**config.mk**
```make
export PLATFORM = sky130hd
export DESIGN_NAME = unpool_upsample
export DESIGN_NICKNAME = d
export VERILOG_FILES = /design/src/rtl/cnn_pkg.sv /design/src/rtl/unpool_linebuf.sv /design/src/rtl/unpool_upsample.sv
export SDC_FILE = /design/constraint.sdc
export NUM_CORES = 1
export LEC_CHECK = 0
export ABC_CLOCK_PERIOD_IN_PS = 12150
export BUFFER_PORTS_ARGS = -buffer_cell sky130_fd_sc_hd__buf_2
export CORE_ASPECT_RATIO = 0.5
export CORE_MARGIN = 8
export CORE_UTILIZATION = 50
export DETAILED_ROUTE_END_ITERATION = 8
export HOLD_SLACK_MARGIN = 0.08
export PLACE_DENSITY = 0.76
export REMOVE_ABC_BUFFERS = 1
export SKIP_CTS_REPAIR_TIMING = 1
export SKIP_LAST_GASP = 1
export SLEW_MARGIN = 25
export SYNTH_ARGS = -nofsm -noshare
export SYNTH_HDL_FRONTEND = slang
export SYNTH_SLANG_ARGS = --single-unit
```
**constraint.sdc**
```tcl
create_clock -name iClk -period 12.15 [get_ports iClk]
set_input_delay 0.6075 -clock iClk [delete_from_list [all_inputs] [get_ports iClk]]
set_output_delay 0.6075 -clock iClk [all_outputs]
set_load 0.01 [all_outputs]
```
**src/rtl/cnn_pkg.sv**
```systemverilog
// Shared CNN-pipeline definitions: default pixel width, map sizes and the
// row-phase encoding used by the upsampling stage.
package cnn_pkg;

  localparam int unsigned PIX_W   = 32;  // default pixel width
  localparam int unsigned MAP_OUT = 26;  // upsampled map width/height
  localparam int unsigned MAP_IN  = 13;  // pooled map width/height

  // S_ROW_A emits even output rows (live input), S_ROW_B odd rows (replay)
  typedef enum logic {
    S_ROW_A = 1'b0,
    S_ROW_B = 1'b1
  } row_state_t;

endpackage

```
**src/rtl/unpool_linebuf.sv**
```systemverilog
// One-row line buffer for the unpool stage: W entries of In_d_W bits,
// one synchronous write port and one combinational read port, both indexed
// by column. Contents are not reset.
//   clk      - clock
//   wr_en    - write strobe
//   wr_addr  - write column
//   wr_data  - write pixel
//   rd_addr  - read column
//   rd_data  - pixel stored at rd_addr
module unpool_linebuf
  import cnn_pkg::*;
#(
  parameter int unsigned In_d_W = PIX_W,
  parameter int unsigned W      = MAP_IN,
  parameter int unsigned CW     = $clog2(W) + 1
) (
  input  logic              clk,
  input  logic              wr_en,
  input  logic [CW-1:0]     wr_addr,
  input  logic [In_d_W-1:0] wr_data,
  input  logic [CW-1:0]     rd_addr,
  output logic [In_d_W-1:0] rd_data
);

  localparam int unsigned AW = (W > 1) ? $clog2(W) : 1;

  logic [In_d_W-1:0] mem [W];

  always_ff @(posedge clk) begin
    if (wr_en) mem[wr_addr[AW-1:0]] <= wr_data;
  end

  assign rd_data = mem[rd_addr[AW-1:0]];

endmodule

```
**src/rtl/unpool_upsample.sv**
```systemverilog
// Streaming 2x upsampler: a W x W raster of signed pixels in, a 2W x 2W
// raster out, each input pixel expanded into a 2x2 block. Even output rows
// are produced while input streams in; odd rows are replayed from a line
// buffer with input stalled.
// Build option: UNPOOL_ZERO_FILL_EN selects bed-of-nails unpooling (only
// the top-left of each 2x2 block carries the pixel, others are 0, no line
// buffer). Default is nearest-neighbour replication.
//   iClk      - clock
//   iRsn      - asynchronous active-low reset
//   iInValid  - input pixel valid
//   oInReady  - input accepted this cycle
//   iInData   - signed input pixel
//   oOutValid - output pixel valid (registered)
//   iOutReady - downstream accepts output
//   oOutData  - signed output pixel (registered)
//   oOutLast  - final beat of a 2W x 2W frame (registered)
module unpool_upsample
  import cnn_pkg::*;
#(
  parameter int unsigned In_d_W = PIX_W,
  parameter int unsigned W      = MAP_IN
) (
  input  logic              iClk,
  input  logic              iRsn,
  input  logic              iInValid,
  output logic              oInReady,
  input  logic [In_d_W-1:0] iInData,
  output logic              oOutValid,
  input  logic              iOutReady,
  output logic [In_d_W-1:0] oOutData,
  output logic              oOutLast
);

  localparam int unsigned    CW       = $clog2(W) + 1;
  localparam logic [CW-1:0]  LAST_IDX = CW'(W - 1);

  row_state_t        state;
  logic [CW-1:0]     col;
  logic [CW-1:0]     row;
  logic              dup_phase;

  logic              out_free;
  logic              in_beat;
  logic              col_end;
  logic              row_end;
  logic [In_d_W-1:0] a_copy;   // second horizontal copy in an even row
  logic [In_d_W-1:0] b_data;   // value presented in an odd row

  assign out_free = !oOutValid || iOutReady;
  assign oInReady = (state == S_ROW_A) && !dup_phase && out_free;
  assign in_beat  = iInValid && oInReady;
  assign col_end  = (col == LAST_IDX);
  assign row_end  = (row == LAST_IDX);

`ifdef UNPOOL_ZERO_FILL_EN
  assign a_copy = '0;
  assign b_data = '0;
`else
  logic [In_d_W-1:0] rd_data;

  unpool_linebuf #(
    .In_d_W (In_d_W),
    .W      (W),
    .CW     (CW)
  ) u_linebuf (
    .clk     (iClk),
    .wr_en   (in_beat),
    .wr_addr (col),
    .wr_data (iInData),
    .rd_addr (col),
    .rd_data (rd_data)
  );

  // the output register still holds the pixel just accepted
  assign a_copy = oOutData;
  assign b_data = rd_data;
`endif

  always_ff @(posedge iClk or negedge iRsn) begin
    if (!iRsn) begin
      state     <= S_ROW_A;
      col       <= '0;
      row       <= '0;
      dup_phase <= 1'b0;
      oOutValid <= 1'b0;
      oOutData  <= '0;
      oOutLast  <= 1'b0;
    end else begin
      case (state)
        S_ROW_A: begin
          if (in_beat) begin
            oOutData  <= iInData;
            oOutValid <= 1'b1;
            oOutLast  <= 1'b0;
            dup_phase <= 1'b1;
          end else if (dup_phase && out_free) begin
            oOutData  <= a_copy;
            oOutValid <= 1'b1;
            oOutLast  <= 1'b0;
            dup_phase <= 1'b0;
            if (col_end) begin
              col   <= '0;
              state <= S_ROW_B;
            end else begin
              col <= col + CW'(1);
            end
          end else if (out_free) begin
            oOutValid <= 1'b0;
            oOutLast  <= 1'b0;
          end
        end
        S_ROW_B: begin
          if (out_free) begin
            oOutData  <= b_data;
            oOutValid <= 1'b1;
            oOutLast  <= dup_phase && col_end && row_end;
            dup_phase <= !dup_phase;
            if (dup_phase) begin
              if (col_end) begin
                col   <= '0;
                state <= S_ROW_A;
                row   <= row_end ? '0 : row + CW'(1);
              end else begin
                col <= col + CW'(1);
              end
            end
          end
        end
        default: state <= S_ROW_A;
      endcase
    end
  end

endmodule

```
==> results of run 1 <==
[through the flow]
stage / utilization [%] / setup slack (ps) / cell area, um^2 / cells
floorplan: - / 6477 / 17720 / 952
global placement: 52.82 / 8733 / 18850 / 1521
detailed placement: 52.87 / 8545 / 18870 / 1521
CTS: 56.53 / 8469 / 20170 / 1596
global route: 56.59 / 8264 / 20190 / 1598
finish: 56.59 / 8519 / 20190 / 1598
[sequential cells by signal (all words and copies together), names as in the netlist]
| register | count |
|---|---|
| u_linebuf.mem | 416 |
| state | 1 |
| col | 5 |
| oOutValid | 1 |
| dup_phase | 1 |
| oOutData | 32 |
| oOutLast | 1 |
| row | 5 |
[critical path, stage by stage, from the launching register on]
cell	delay [ps]
dfrtp_4	850
buf_4	740
nand3b_1	700
buf_4	500
nor2_1	140
a2111oi_0	110
a221oi_1	390
[cells in the final DEF, fill, tap and decap left out, types with 5 or more instances in the layout]
master and n:
edfxtp_1 416, nor2_1 130, buf_2 70, mux4_2 66, nand3_1 65, mux2i_1 63, clkbuf_16 43, dfrtp_1 43
nand2_1 38, a2111oi_0 31, a221oi_1 31, buf_4 15, clkinv_2 10, and3_4 7, o21ai_0 7, inv_1 6
ha_1 6, clkinv_1 6, clkinvlp_4 5, clkbuf_1 5
[cells by family after synthesis]
logic type	Yosys count	synth area share (%)
flip-flops	462	75.77
AND/OR/NAND/NOR	267	6.539
adder cells (fa/ha/maj)	6	0.4169
buffers and inverters	70	1.695
AO/OA/AOI/OAI	77	3.523
XOR/XNOR	1	0.04865
multiplexers	133	12.01
[cell usage after synthesis, drive strengths merged, types with 2 or more instances]
| cell type | number |
|---|---|
| nand3 | 65 |
| buf | 24 |
| edfxtp | 416 |
| a2111oi | 31 |
| nand4b | 2 |
| a21oi | 3 |
| nor3 | 4 |
| nand2 | 38 |
| mux2 | 4 |
| clkbuf | 40 |
| nor2 | 132 |
| o21ai | 7 |
| and3 | 11 |
| nor2b | 4 |
| inv | 6 |
| a221oi | 31 |
| or2 | 2 |
| nand2b | 3 |
| dfrtp | 46 |
| ha | 6 |
| mux4 | 66 |
| mux2i | 63 |
[per-layer routing]
layer	global-route usage, %	vias to the layer above	part of all wire, %
met5	0	-	0
met4	5.467	0	1.9
met3	3.044	63	8.8
met2	31.29	542	51
met1	24.10	5001	39
li1	-	4153	-
[power groups by stage]
stage               clock network [W]  logic [W]  registers [W]
floorplan                           0   0.000596        0.00206
global placement                    0   0.000927        0.00196
detailed placement                  0   0.000956        0.00197
CTS                           0.00127   0.000969        0.00193
global route                  0.00132    0.00103        0.00194
finish                        0.00126   0.000973        0.00193
[final cells by class]
cell class                      instances  area, um^2
Timing Repair Buffer                   85       462.9
Antenna cell                            2       5.005
Fill cell                            2577       15490
Clock inverter                         26       196.4
Tap cell                              484       605.6
Clock buffer                           49        1109
Multi-Input combinational cell        484        4138
Sequential cell                       462       13650
Inverter                                6       22.52
[worst paths after layout]
kind / from / end / slack, ps / depth (start not counted)
max in group asynchronous: iRsn / col[1] / 11260 / 2
min reg2reg: oOutLast / oOutLast / 490 / 2
min in group iClk: iInValid / oOutValid / 300 / 2
max: col[0] / oOutData[0] / 8520 / 6
max reg2reg: col[0] / oOutData[0] / 8520 / 6
min: iRsn / oOutData[29] / 180 / 2
==> reports/summary.md, run 1 <==
### Outcome
- **status** finished clean

### Yosys
- **Syn. warnings** 0
- **cell taking the most area after synthesis** edfxtp_1
- **count of flip-flops with a built-in enable after synthesis** 416
- **proportion of synthesized chip area in sequential cells** 75.77%
- **top_reg_cell synth** edfxtp_1
- **area share of the leading cell type in the synthesized netlist** 69.38%
- **Syn Std Cell Area** 0.01801 mm^2
- **proportion of synthesized flip-flops having asynchronous set or reset** 9.957%
- **main area contributors after synthesis** edfxtp_1 (69%), mux4_2 (8.3%), dfrtp_1 (6.4%)
- **post-synthesis area per instance** 17.72 um^2
- **Netlist cell types** 37
- **Post-Synthesis Cells** 1016
- **Seq cells post-synth** 462

### Die
- **die outline area** 0.04271 mm^2
- **Floorplan Core Area** 0.03568 mm^2
- **die outline width** 284.4 um
- **number of placement rows** 49
- **starting density of the core** 50.46%
- **die boundary height** 150.2 um
- **Boundary Pins** 71

### GRT
- **number of global-route vias before repair** 9949
- **antenna violations before repair** 2
- **maximum number of pins on one net before global-route repair** 67
- **global-route wire length before repair** 59450 um
- **gr ovfl total** 0
- **global-route usage over all layers** 18.23%

### Timing
- **Worst-Margin Slew** 1070 ps
- **worst relative slew slack** 28.68%
- **portion of the clock cycle consumed by the worst path in the final layout** 29.88%
- **RSZ-0062 raised after global routing** false
- **fin crit period** 3631 ps
- **count of endpoints failing hold in the final timing report** 0
- **worst hold slack across all endpoints** 183.6 ps
- **Setup Total Neg Slack** 0 ps
- **count of final max-slew check failures** 0
- **final clock skew** 13.99 ps
- **highest clock rate** 275.4 MHz
- **Final Setup Violations** 0

### Power
- **Leakage** 6.623 nW
- **post-route total power** 0.004162 W
- **total internal power** 0.002933 W
- **switching power share of the total** 29.55%
- **switching power of the nets** 0.001230 W
- **power density over the cells** 206.2 mW/mm^2
- **Max IR drop VDD** 0.1488 mV
- **clock group share of total power** 30.2%
- **combinational group share of total power** 23.4%
- **Seq pwr share** 46.4%

### Detailed routing
- **number of detailed-route iterations in the first pass** 6
- **total wire length after detailed routing** 39850 um
- **drt drc** 0
- **violation count after the first detailed-routing iteration** 1107
- **antenna-violating nets left** 0
- **number of vias per cell after detailed routing** 6.107
- **detailed-route wire length per cell** 24.93 um
- **Via Count** 9759

### Clocking
- **Clock Pin Slew Worst Setup and Hold Paths** 60 ps
- **H-tree depth** 2
- **clock insertion delay at the later pin of the skew report** 540 ps
- **Max clock buf depth** 3
- **TritonCTS Buffers** 41
- **cell chosen for the clock root** clkbuf_16
- **CTS tree** built
- **sink count of the clock tree** 462

### Cells and area
- **Final #Nets** 1122
- **fraction of final layout cells with drive strength greater than 1** 21.76%
- **layout overhead on the synthesized area** 12.13%

### Setup path
- **CP max FO** 39
- **Crit Path Class** flip-flop to flip-flop
- **data arrival time of the worst path** 4050 ps
- **type of element capturing the critical path** flip-flop
- **category of the worst setup path launch point** flip-flop
- **required time of the critical path** 12570 ps

### Placement
- **RePlAce Congestion** 0.7713
- **detailed placer's ending HPWL** 20230 um
- **number of I/O port buffers** 70

### Worst hold path
- **class of the tightest hold or removal check** input pin to asynchronous set/reset pin

### Run
- **number of max-cap violations** 0

Note: power is estimated with default switching activity, not from simulation.
==> inputs of run 2 (changes only) <==
--- a/config.mk
+++ b/config.mk
@@ -5,14 +5,14 @@
 export SDC_FILE = /design/constraint.sdc
 export NUM_CORES = 1
 export LEC_CHECK = 0
-export ABC_CLOCK_PERIOD_IN_PS = 12150
+export ABC_CLOCK_PERIOD_IN_PS = 3000
 export BUFFER_PORTS_ARGS = -buffer_cell sky130_fd_sc_hd__buf_2
 export CORE_ASPECT_RATIO = 0.5
 export CORE_MARGIN = 8
 export CORE_UTILIZATION = 50
 export DETAILED_ROUTE_END_ITERATION = 8
 export HOLD_SLACK_MARGIN = 0.08
-export PLACE_DENSITY = 0.76
+export PLACE_DENSITY = 0.78
 export REMOVE_ABC_BUFFERS = 1
 export SKIP_CTS_REPAIR_TIMING = 1
 export SKIP_LAST_GASP = 1
==> constraint.sdc (replaced) <==
create_clock -name iClk -period 3 [get_ports iClk]
set_input_delay 0.15 -clock iClk [delete_from_list [all_inputs] [get_ports iClk]]
set_output_delay 0.15 -clock iClk [all_outputs]
set_load 0.01 [all_outputs]
==> run 2 against run 1 <==
Total power rose to 4.2 times the previous value. Largest power group unchanged. Largest cell class unchanged. Register-to-register slack got worse by 8100 ps. Critical path type unchanged. Utilization up 2.0 points. Sequential power increased to 4.0 times the previous value. Non-clock buffer count up 60. Critical endpoint is now row[4]. Highest routed layer unchanged. Combinational power grew to 4.5 times the previous value.
==> reports/summary.md, run 2 (same netlist as run 1, synthesis figures left out) <==
### Power
- **Max IR drop VDD** 0.6045 mV, was 0.1488 mV
- **combinational group share of total power** 25.0%, was 23.4%
- **power density over the cells** 827.1 mW/mm^2, was 206.2 mW/mm^2
- **post-route total power** 0.01729 W, was 0.004162 W
- **Leakage** 6.993 nW, was 6.623 nW
- **switching power share of the total** 29.19%, was 29.55%
- **Seq pwr share** 44.2%, was 46.4%
- **total internal power** 0.01224 W, was 0.002933 W
- **switching power of the nets** 0.005045 W, was 0.001230 W
- **clock group share of total power** 30.8%, was 30.2%

### Setup path
- **category of the worst setup path launch point** flip-flop, unchanged
- **crit path from** col[0], unchanged
- **Crit Path Class** flip-flop to flip-flop, unchanged
- **cell type of the slowest stage on the worst timing path** or4b_1, was dfrtp_4
- **cells traversed along the worst timing path** inv_1 > ha_1 > nand4b_1 > or4b_1 > nor3_1 > mux2_2, was buf_4 > nand3b_1 > buf_4 > nor2_1 > a2111oi_0 > a221oi_1
- **type of element capturing the critical path** flip-flop, unchanged
- **crit-path max cell delay** 700 ps, was 850 ps
- **worst flop-to-flop path startpoint** col[0], unchanged
- **data arrival time of the worst path** 3030 ps, was 4050 ps
- **required time of the critical path** 3420 ps, was 12570 ps
- **CP max FO** 9, was 39

### Worst hold path
- **class of the tightest hold or removal check** input pin to flip-flop, was input pin to asynchronous set/reset pin
- **hold path start** iOutReady

### Cells and area
- **count of inserted antenna diode cells** 0, was 2
- **most common cell after layout, fill and taps aside** edfxtp_1, unchanged
- **register area** 0.01365 mm^2, unchanged
- **number of flip-flops under the largest register name** 416, unchanged
- **layout overhead on the synthesized area** 16.07%, was 12.13%
- **fraction of final layout cells with drive strength greater than 1** 22.68%, was 21.76%
- **fill cell instance count of the final layout** 2460, was 2577
- **commonest cells after routing, fill and taps aside** edfxtp_1 (416), nor2_1 (130), buf_2 (70), unchanged
- **Final #Nets** 1183, was 1122
- **area used by multi-input combinational logic** 0.004100 mm^2, was 0.004138 mm^2
- **post-route cell area** 0.02090 mm^2, was 0.02019 mm^2

### Outcome
- **status** finished clean, unchanged

### Timing
- **RSZ-0062 raised after global routing** false, unchanged
- **portion of the clock cycle consumed by the worst path in the final layout** 87.00%, was 29.88%
- **Final Setup Violations** 0, unchanged
- **worst hold slack across all endpoints** 42.80 ps, was 183.6 ps
- **Worst-Margin Slew** 673.2 ps, was 1070 ps
- **Setup Total Neg Slack** 0 ps, unchanged
- **highest clock rate** 383.1 MHz, was 275.4 MHz
- **final clock skew** 14.54 ps, was 13.99 ps
- **worst relative slew slack** 55.12%, was 28.68%
- **count of final max-slew check failures** 0, unchanged
- **fin crit period** 2610 ps, was 3631 ps
- **count of endpoints failing hold in the final timing report** 0, unchanged

### Clocking
- **sink count of the clock tree** 462, unchanged
- **Max clock buf depth** 3, unchanged
- **cell chosen for the clock root** clkbuf_16, unchanged
- **Clock Pin Slew Worst Setup and Hold Paths** 60 ps, about the same
- **TritonCTS Buffers** 42, was 41
- **CTS tree** built, unchanged
- **H-tree depth** 2, unchanged
- **clock insertion delay at the later pin of the skew report** 540 ps, about the same

### Placement
- **number of I/O port buffers** 70, unchanged
- **post-placement cell area** 0.01919 mm^2, was 0.01887 mm^2
- **detailed placer's ending HPWL** 22890 um, was 20230 um
- **RePlAce Congestion** 0.8457, was 0.7713

### Detailed routing
- **number of detailed-route iterations in the first pass** 5, was 6
- **total wire length after detailed routing** 42950 um, was 39850 um
- **drt drc** 0, unchanged
- **antenna-violating nets left** 0, unchanged
- **violation count after the first detailed-routing iteration** 1258, was 1107
- **Via Count** 10.27k, was 9759
- **number of vias per cell after detailed routing** 6.196, was 6.107
- **detailed-route wire length per cell** 25.92 um, was 24.93 um

### Die
- **Boundary Pins** 71, unchanged
- **die outline area** 0.04271 mm^2, unchanged
- **die boundary height** 150.2 um, unchanged
- **number of placement rows** 49, unchanged
- **Floorplan Core Area** 0.03568 mm^2, unchanged
- **starting density of the core** 50.46%, unchanged
- **die outline width** 284.4 um, unchanged

### GRT
- **antenna violations before repair** 0, was 2
- **number of global-route vias before repair** 10.43k, was 9949
- **gr ovfl total** 0, unchanged
- **global-route usage over all layers** 19.45%, was 18.23%
- **global-route wire length before repair** 63740 um, was 59450 um
- **maximum number of pins on one net before global-route repair** 66, was 67

### Run
- **number of max-cap violations** 0, unchanged

==> run 2: cell count changes in the layout (fill, tap and decap cells not counted), moves of 5 or more <==
cell,before,now
buf_12,0,12
and3_2,4,11
clkbuf_8,1,6
and3_4,7,0
clkbuf_1,5,10
clkinvlp_4,5,0
buf_4,15,29
dlygate4sd3_1,0,34
==> run 2: final cells by class <==
cell class,count,area share (%)
sequential,462,65.32
multi-input combinational,484,19.62
inverter,6,0.1078
tap,484,2.898
timing repair buffer,145,5.496
clock inverter,15,0.5987
clock buffer,61,5.963
==> run 2: worst paths after layout <==
path	end	slack (ps)	depth (start not counted)
setup / recovery	row[4]	390	6
hold / removal	oOutLast	40	4
setup reg to reg	row[4]	390	6
hold reg to reg	oOutLast	500	2
max in group asynchronous	oOutData[29]	2060	3
min in group asynchronous	oOutData[19]	190	2
==> run 2: per-stage QoR <==
stage / utilization [%] / setup WS (ps) / cells
floorplan: - / -2673 / 952
global placement: 53.78 / 614.0 / 1547
detailed placement: 53.78 / 459.6 / 1547
CTS: 57.62 / 454.5 / 1623
global route: 58.57 / 273.5 / 1657
finish: 58.57 / 390.0 / 1657
==> run 2: power by group through the flow <==
stage / registers, W / logic, W / clock network, W
after global routing: 0.00767 / 0.00461 / 0.00558
after global placement: 0.00775 / 0.00409 / 0
final: 0.00764 / 0.00433 / 0.00532
after CTS: 0.00763 / 0.00427 / 0.00534
after detailed placement: 0.00776 / 0.00421 / 0
after floorplan: 0.00836 / 0.00252 / 0
==> run 2: metal layers <==
| metal | vias to the layer above | global-route usage, % | wire length (um) |
|---|---|---|---|
| met1 | 5238 | 25.30 | 16260 |
| met4 | 0 | 7.365 | 1225 |
| li1 | 4274 | - | - |
| met3 | 99 | 2.787 | 3931 |
| met5 | - | 0 | 0 |
| met2 | 655 | 33.50 | 21530 |
==> run 2: critical path, delay by kind of cell (launching register included) <==
family,cells,cell delay (ps)
DFF,1,520
buffers and inverters,1,160
and+or+nand+nor,3,1160
muxes,1,370
adders and majority gates,1,280
